File: src/rtl/cpu_pkg.sv
// Shared CPU definitions: opcode encodings, opcode field bounds and the
// fetch-unit state encoding.
package cpu_pkg;

    localparam int OPC_HI = 31;
    localparam int OPC_LO = 27;
    localparam int OPC_W  = OPC_HI - OPC_LO + 1;

    localparam logic [OPC_W-1:0] OP_ADD   = 5'b00000;
    localparam logic [OPC_W-1:0] OP_SUB   = 5'b00010;
    localparam logic [OPC_W-1:0] OP_LOAD  = 5'b10110;
    localparam logic [OPC_W-1:0] OP_STORE = 5'b10111;
    localparam logic [OPC_W-1:0] OP_JMP   = 5'b11000;
    localparam logic [OPC_W-1:0] OP_BEQ   = 5'b11001;
    localparam logic [OPC_W-1:0] OP_HALT  = 5'b11111;

    typedef enum logic [2:0] {
        ST_IDLE,
        ST_FETCH,
        ST_HOLD,
        ST_HALT,
        ST_ERR
    } fetch_state_t;

    function automatic logic [OPC_W-1:0] opcode_of(input logic [31:0] word);
        return word[OPC_HI:OPC_LO];
    endfunction

endpackage

File: src/rtl/fetch_watchdog.sv
// Counts FETCH cycles without an ack and flags expiry on the last allowed one.
// Only instantiated when FETCH_TIMEOUT_EN is defined.
module fetch_watchdog #(
    parameter int TIMEOUT_CYC = 16
) (
    input  logic clk,
    input  logic rst_n,
    input  logic fetching,
    input  logic ack,
    output logic expired
);
    localparam int CNT_W = $clog2(TIMEOUT_CYC + 1);

    logic [CNT_W-1:0] cnt;

    // cnt holds the ack-less FETCH cycles already completed; it sits at zero
    // outside FETCH so every new fetch starts from a clean count.
    always_ff @(posedge clk or negedge rst_n) begin
        if (!rst_n)          cnt <= '0;
        else if (!fetching)  cnt <= '0;
        else if (!ack)       cnt <= cnt + 1'b1;
    end

    // The current cycle would make the count reach TIMEOUT_CYC; an ack wins.
    assign expired = fetching && !ack && (cnt == CNT_W'(TIMEOUT_CYC - 1));

endmodule

File: src/rtl/instr_fetch_unit.sv
// Instruction fetch unit: PC, IR and the fetch/hold/halt sequencing feeding Control.
// Optional fetch watchdog enabled by defining FETCH_TIMEOUT_EN.
module instr_fetch_unit
    import cpu_pkg::*;
#(
    parameter int              PC_W        = 32,
    parameter logic [PC_W-1:0] RESET_PC    = '0,
    parameter int              PC_STEP     = 4,
    parameter int              TIMEOUT_CYC = 16
) (
    input  logic            clk,
    input  logic            rst_n,
    input  logic            run,
    output logic            imem_req,
    output logic [PC_W-1:0] imem_addr,
    input  logic [31:0]     imem_rdata,
    input  logic            imem_ack,
    output logic            instr_valid,
    output logic [31:0]     instr,
    output logic [4:0]      opcode,
    output logic [PC_W-1:0] pc,
    input  logic            instr_done,
    input  logic            jump,
    input  logic [PC_W-1:0] jump_target,
    output logic            halted,
    output logic            fetch_err
);
    fetch_state_t    state_q, state_d;
    logic [PC_W-1:0] pc_q;
    logic [31:0]     ir_q;
    logic            wd_expired;

    wire fetching = (state_q == ST_FETCH);
    wire ack_take = fetching && imem_ack;
    wire retire   = (state_q == ST_HOLD) && instr_done;

`ifdef FETCH_TIMEOUT_EN
    fetch_watchdog #(.TIMEOUT_CYC(TIMEOUT_CYC)) u_watchdog (
        .clk      (clk),
        .rst_n    (rst_n),
        .fetching (fetching),
        .ack      (imem_ack),
        .expired  (wd_expired)
    );
    assign fetch_err = (state_q == ST_ERR);
`else
    logic unused_timeout;
    assign unused_timeout = ^TIMEOUT_CYC;
    assign wd_expired     = 1'b0;
    assign fetch_err      = 1'b0;
`endif

    always_ff @(posedge clk or negedge rst_n) begin
        if (!rst_n) state_q <= ST_IDLE;
        else        state_q <= state_d;
    end

    always_comb begin
        state_d = state_q;
        case (state_q)
            ST_IDLE:  if (run) state_d = ST_FETCH;
            ST_FETCH: begin
                if (imem_ack)
                    state_d = (opcode_of(imem_rdata) == OP_HALT) ? ST_HALT : ST_HOLD;
                else if (wd_expired)
                    state_d = ST_ERR;
            end
            ST_HOLD:  if (instr_done) state_d = run ? ST_FETCH : ST_IDLE;
            ST_HALT:  state_d = ST_HALT;
            ST_ERR:   state_d = ST_ERR;
            default:  state_d = ST_IDLE;
        endcase
    end

    // PC only moves at retire, so it names the IR's instruction throughout HOLD.
    always_ff @(posedge clk or negedge rst_n) begin
        if (!rst_n) begin
            pc_q <= RESET_PC;
            ir_q <= '0;
        end else begin
            if (ack_take) ir_q <= imem_rdata;
            if (retire)   pc_q <= jump ? jump_target : pc_q + PC_W'(PC_STEP);
        end
    end

    assign imem_req    = fetching;
    assign imem_addr   = pc_q;
    assign instr_valid = (state_q == ST_HOLD);
    assign instr       = ir_q;
    assign opcode      = opcode_of(ir_q);
    assign pc          = pc_q;
    assign halted      = (state_q == ST_HALT);

endmodule

File: config.mk
export PLATFORM = sky130hd
export DESIGN_NAME = instr_fetch_unit
export DESIGN_NICKNAME = d
export VERILOG_FILES = /design/src/rtl/cpu_pkg.sv /design/src/rtl/fetch_watchdog.sv /design/src/rtl/instr_fetch_unit.sv
export SDC_FILE = /design/constraint.sdc
export NUM_CORES = 1
export LEC_CHECK = 0
export CELL_PAD_IN_SITES_DETAIL_PLACEMENT = 0
export CELL_PAD_IN_SITES_GLOBAL_PLACEMENT = 2
export CORE_MARGIN = 5
export CORE_UTILIZATION = 40
export CTS_BUF_LIST = sky130_fd_sc_hd__clkbuf_8
export DETAILED_ROUTE_END_ITERATION = 8
export DONT_BUFFER_PORTS = 1
export GPL_ROUTABILITY_DRIVEN = 0
export GPL_TIMING_DRIVEN = 0
export PLACE_DENSITY = 0.87
export RECOVER_POWER = 50
export SLEW_MARGIN = 10
export SYNTH_ARGS = -nofsm -noshare
export SYNTH_HDL_FRONTEND = slang
export SYNTH_SLANG_ARGS = --single-unit
File: constraint.sdc
create_clock -name clk -period 5.2 [get_ports clk]
set_input_delay 0.52 -clock clk [delete_from_list [all_inputs] [get_ports clk]]
set_output_delay 0.52 -clock clk [all_outputs]
set_load 0.05 [all_outputs]
; ---- Word level (Yosys, flattened, before mapping)
; Index checks and enable logic that the tools add are counted.
[totals]
wordCells = 23
register_bits = 67
out_inout_bits = 105
inputBits = 70
[classes]
eq_ne = 8
reduce_logical = 4
add_sub_neg = 1
muxes = 7
[op_table]
columns = operator, n
row1 = adder 32 x 3 -> 32 bit (second input constant), 1
row2 = two-way mux 32 bit, 1
row3 = one-hot mux 3 bit (5 select lines), 1
row4 = two-way mux 3 bit, 3
row5 = == test 3 x 2 -> 1 bit (second input constant), 2
row6 = == test 5 bit (second input constant), 1
row7 = inequality test 2 bit (second input constant), 2
row8 = == test 3 x 1 -> 1 bit (second input constant), 1
row9 = == test 3 bit (second input constant), 1
row10 = logical NOT 3 bit, 1
row11 = AND reduction 3 bit, 1
row12 = logical AND 1 bit, 2
row13 = two-way mux 1 bit, 2
row14 = inequality test 2 x 1 -> 1 bit (second input constant), 1

; ---- Longest topological paths before layout
[logic_depth]
word_depth = 4
mapped_depth = 7
mapped_depth_nobuf = 6

; ---- Worst setup path before layout
; Ideal clock, no wire load.
[synth_timing]
kind = reg2reg
start = register state_q[2]
end = register ir_q[13], in the netlist instr[13]
setup_ns = 0.125
path_stages_with_launch = 6
arrival_ns = 2.596
path_slack_ns = 2.480
cell_sequence = dfrtp_1 -> nor3b_1 -> and2_1 -> clkbuf_1 -> buf_2 -> mux2_2
[synth_between]
elab_chain_len = 2
[synth_rtl]
columns = element, line_no
row1 = from (decl), instr_fetch_unit.sv:28  ; fetch_state_t state_q, state_d;
row2 = from (signal assigned), instr_fetch_unit.sv:55  ; else state_q <= state_d;
row3 = == test 3 x 1 -> 1 bit, instr_fetch_unit.sv:33  ; wire fetching = (state_q == ST_FETCH);
row4 = net imem_req, instr_fetch_unit.sv:14  ; output logic imem_req,
row5 = logical AND 1 bit, instr_fetch_unit.sv:34  ; wire ack_take = fetching && imem_ack;
row6 = to (signal assigned), instr_fetch_unit.sv:81  ; if (ack_take) ir_q <= imem_rdata;
row7 = to (decl), instr_fetch_unit.sv:30  ; logic [31:0] ir_q;
; The timed path passes the listed nets, and every way through them passes these cells.
; A chain may end at the register's enable or synchronous reset.

; ---- Final worst setup path
[layout_timing]
start = register pc_q[2], in the netlist imem_addr[2]
end = register pc_q[28], in the netlist imem_addr[28]
[layout_between]
elab_chain_len = 2
[layout_rtl]
columns = element, line_no
row1 = from (decl), instr_fetch_unit.sv:29  ; logic [PC_W-1:0] pc_q;
row2 = from (signal assigned), instr_fetch_unit.sv:82  ; if (retire) pc_q <= jump ? jump_target : pc_q + PC_W'(PC_STEP);
row3 = adder 32 x 3 -> 32 bit, instr_fetch_unit.sv:82
row4 = two-way mux 32 bit, instr_fetch_unit.sv:82
; No other way between the ends.

==> out/results.txt <==
Antenna Violating Nets Remaining: 0
FP Rows: 35
DR pass1 iterations: 4
Cells after synthesis: 382
Crit Path Category: register to register
Initial antenna violation count: 0
Detailed Route WL: 11080 um
Hold Violations, Final: 0
Cell Area, Synth: 3730 um^2
Worst skew pair latency: 0.35 ns
WP data arrival: 2.84 ns
First-pass GRT wire length: 17040 um
Clock tree root driver cell: clkbuf_8
Ports: 175
Slew Viols, Final: 0
Period utilization: 0.4929
Clk_skew: 0.01005 ns
Ys Warns: 0
Synth Flop Type: dfrtp_1
Vias per Instance: 5.881
Num Clock Sinks: 67
Status: finished clean
Worst-margin pin slew: 0.8789 ns
Number of global-route vias before repair: 2948
H-tree levels: 3
Total Neg Setup Slack: 0 ns
Core footprint: 9153 um^2
Die Y: 106.6 um
Area growth syn-to-layout: 10.53%
WP data required: 5.48 ns
FFs w/ async S/R, synth: 1.000
Fill count: 892
Unique masters post-synth: 52
Initial Utilization: 0.4075
CTS Hold Buffers Added: 1
Seq. cell area: 1677 um^2
Min cycle time layout: 2.563 ns
Hpwl dp: 8146 um
Area leader, netlist: dfrtp_1
Fmax: 0.3902 GHz
Via count: 3011
Die area: 11360 um^2
Syn_area_per_cell: 9.764 um^2
PostCTS Resize Cnt: 0
Net Count, Synth: 453
Inserted Clock Buffers: 9
Share of cells above drive strength 1: 0.2668
1st-iter DRT viols: 181
Worst hold path type: input port to async pin
Slew margin rel.: 0.4115
RSZ-0062 raised after global routing: no
Setup Fix Bufs, Post-CTS: 0
Synthesized flop and latch total: 67
Yosys top cell area share: 0.4495
Number of synthesized flops with an enable pin: 0
CTS tree: yes
Antenna cells: 0
Util after Layout: 0.4504
Grt total ovfl: 0
Crit path launch type: register
Wire per inst: 21.64 um
Clock transition at path regs: 0.09 ns
Max Cap Viol: 0
Crit Path Max Fanout: 10
Multi-input gate area: 1653 um^2
Largest net degree at the start of global routing: 68
Final setup fails: 0
# port buffers: 0
Die W: 106.6 um
Maximum root-to-sink buffer count: 2
Register area share after synthesis: 0.4495
Worst Setup End Kind: register
DRC viols: 0
Final nets: 467
Synth top area cells: dfrtp_1, mux2_2, buf_4, a21oi_1, nand3_1
Tot GR Track Use: 0.1938
[stage by stage]
step,std cells,area [um^2],hold slack (ns),setup slack (ns)
finish,512,4123,0.05046,2.637
global route,512,4123,0.05793,2.459
CTS,512,4123,0.05388,2.605
detailed placement,495,3890,0.2263,2.641
global placement,493,3869,0.2266,1.717
floorplan,382,3730,0.2244,2.480
[logic make-up after synthesis]
| family | after synthesis | share of synthesized area |
|---|---|---|
| mux | 37 | 0.1107 |
| other cells | 1 | 0.001005 |
| buf+inv | 67 | 0.1100 |
| simple gates | 129 | 0.1936 |
| flops | 67 | 0.4495 |
| compound gates | 80 | 0.1318 |
| fa+ha+maj | 1 | 0.003354 |
[state kept, by name, summed over array words and instances, names as in the netlist]
| register | flops |
|---|---|
| imem_addr | 32 |
| instr | 32 |
| state_q | 3 |
[cell usage after synthesis, types with 2 or more instances]
cell type  instances
and4_1             2
nor2b_1            2
o41ai_1            2
o21ai_1            3
o2bb2ai_1          4
mux2_2            33
o21ai_0           19
nand4_1           11
and3_1             6
nor4_1             5
a41o_1             2
a21oi_1           28
a31oi_1            2
o22ai_1            5
a22o_1             2
dfrtp_1           67
nand4_2            2
buf_4             38
mux2i_1            3
a22oi_1            2
nand2_1           27
or4_1              2
a32oi_1            2
nor2_1            17
a2bb2oi_1          2
inv_1              6
or3_1              3
clkbuf_1          14
buf_2              7
nor3_1            12
nor3b_1            4
nand3_1           24
and2_1             5
[placed cells by master, fill, tap and decap left out, types with 7 or more instances in the layout]
| master | n |
|---|---|
| nor3_1 | 12 |
| o21ai_0 | 19 |
| clkbuf_1 | 14 |
| a21oi_1 | 28 |
| mux2_2 | 33 |
| buf_2 | 7 |
| nand4_1 | 11 |
| buf_4 | 39 |
| clkbuf_8 | 9 |
| nor2_1 | 17 |
| nand3_1 | 24 |
| nand2_1 | 27 |
| dfrtp_1 | 67 |
[critical path: stages, from the launching register on]
cell and delay [ns]:
dfrtp_1 0.75, ha_1 0.33, nand4_2 0.22, nor4_4 0.33, buf_6 0.19, nand4_1 0.13
or4_1 0.44, nand4_1 0.10
[layer usage]
metal | track usage | up-vias | routed length, um
li1 | - | 1388 | -
met1 | 0.2557 | 1473 | 4627
met2 | 0.3022 | 142 | 5208
met3 | 0.07286 | 8 | 1155
met4 | 0.04566 | 0 | 87
met5 | 0 | - | 0
[worst paths after layout]
kind	start	to	slack (ns)	cells after the start
max	imem_addr[2]$_DFFE_PN0N_	imem_addr[28]$_DFFE_PN0N_	2.64	7
max in group asynchronous	rst_n	imem_addr[15]$_DFFE_PN0N_	4.87	1
min in group clk	imem_rdata[21]	instr[21]$_DFFE_PN0P_	0.31	1
min	rst_n	instr[2]$_DFFE_PN0P_	0.05	1
min reg2reg	state_q[2]$_DFFE_PN0P_	state_q[1]$_DFFE_PN0P_	0.56	1
max reg2reg	imem_addr[2]$_DFFE_PN0N_	imem_addr[28]$_DFFE_PN0N_	2.64	7
[area by class of cell]
cell class                 instances  share of cell area
buffer                            61             0.09408
clock buffer                       9             0.03005
clock inverter                     7             0.01973
inverter                           6            0.005463
multi-input combinational        248              0.4009
sequential                        67              0.4067
tap                              111             0.03369
timing repair buffer               3            0.009408
Power is left out: the tool's default activity adds up to more than one toggle a clock period on the data nets, which glitch-free logic cannot reach.
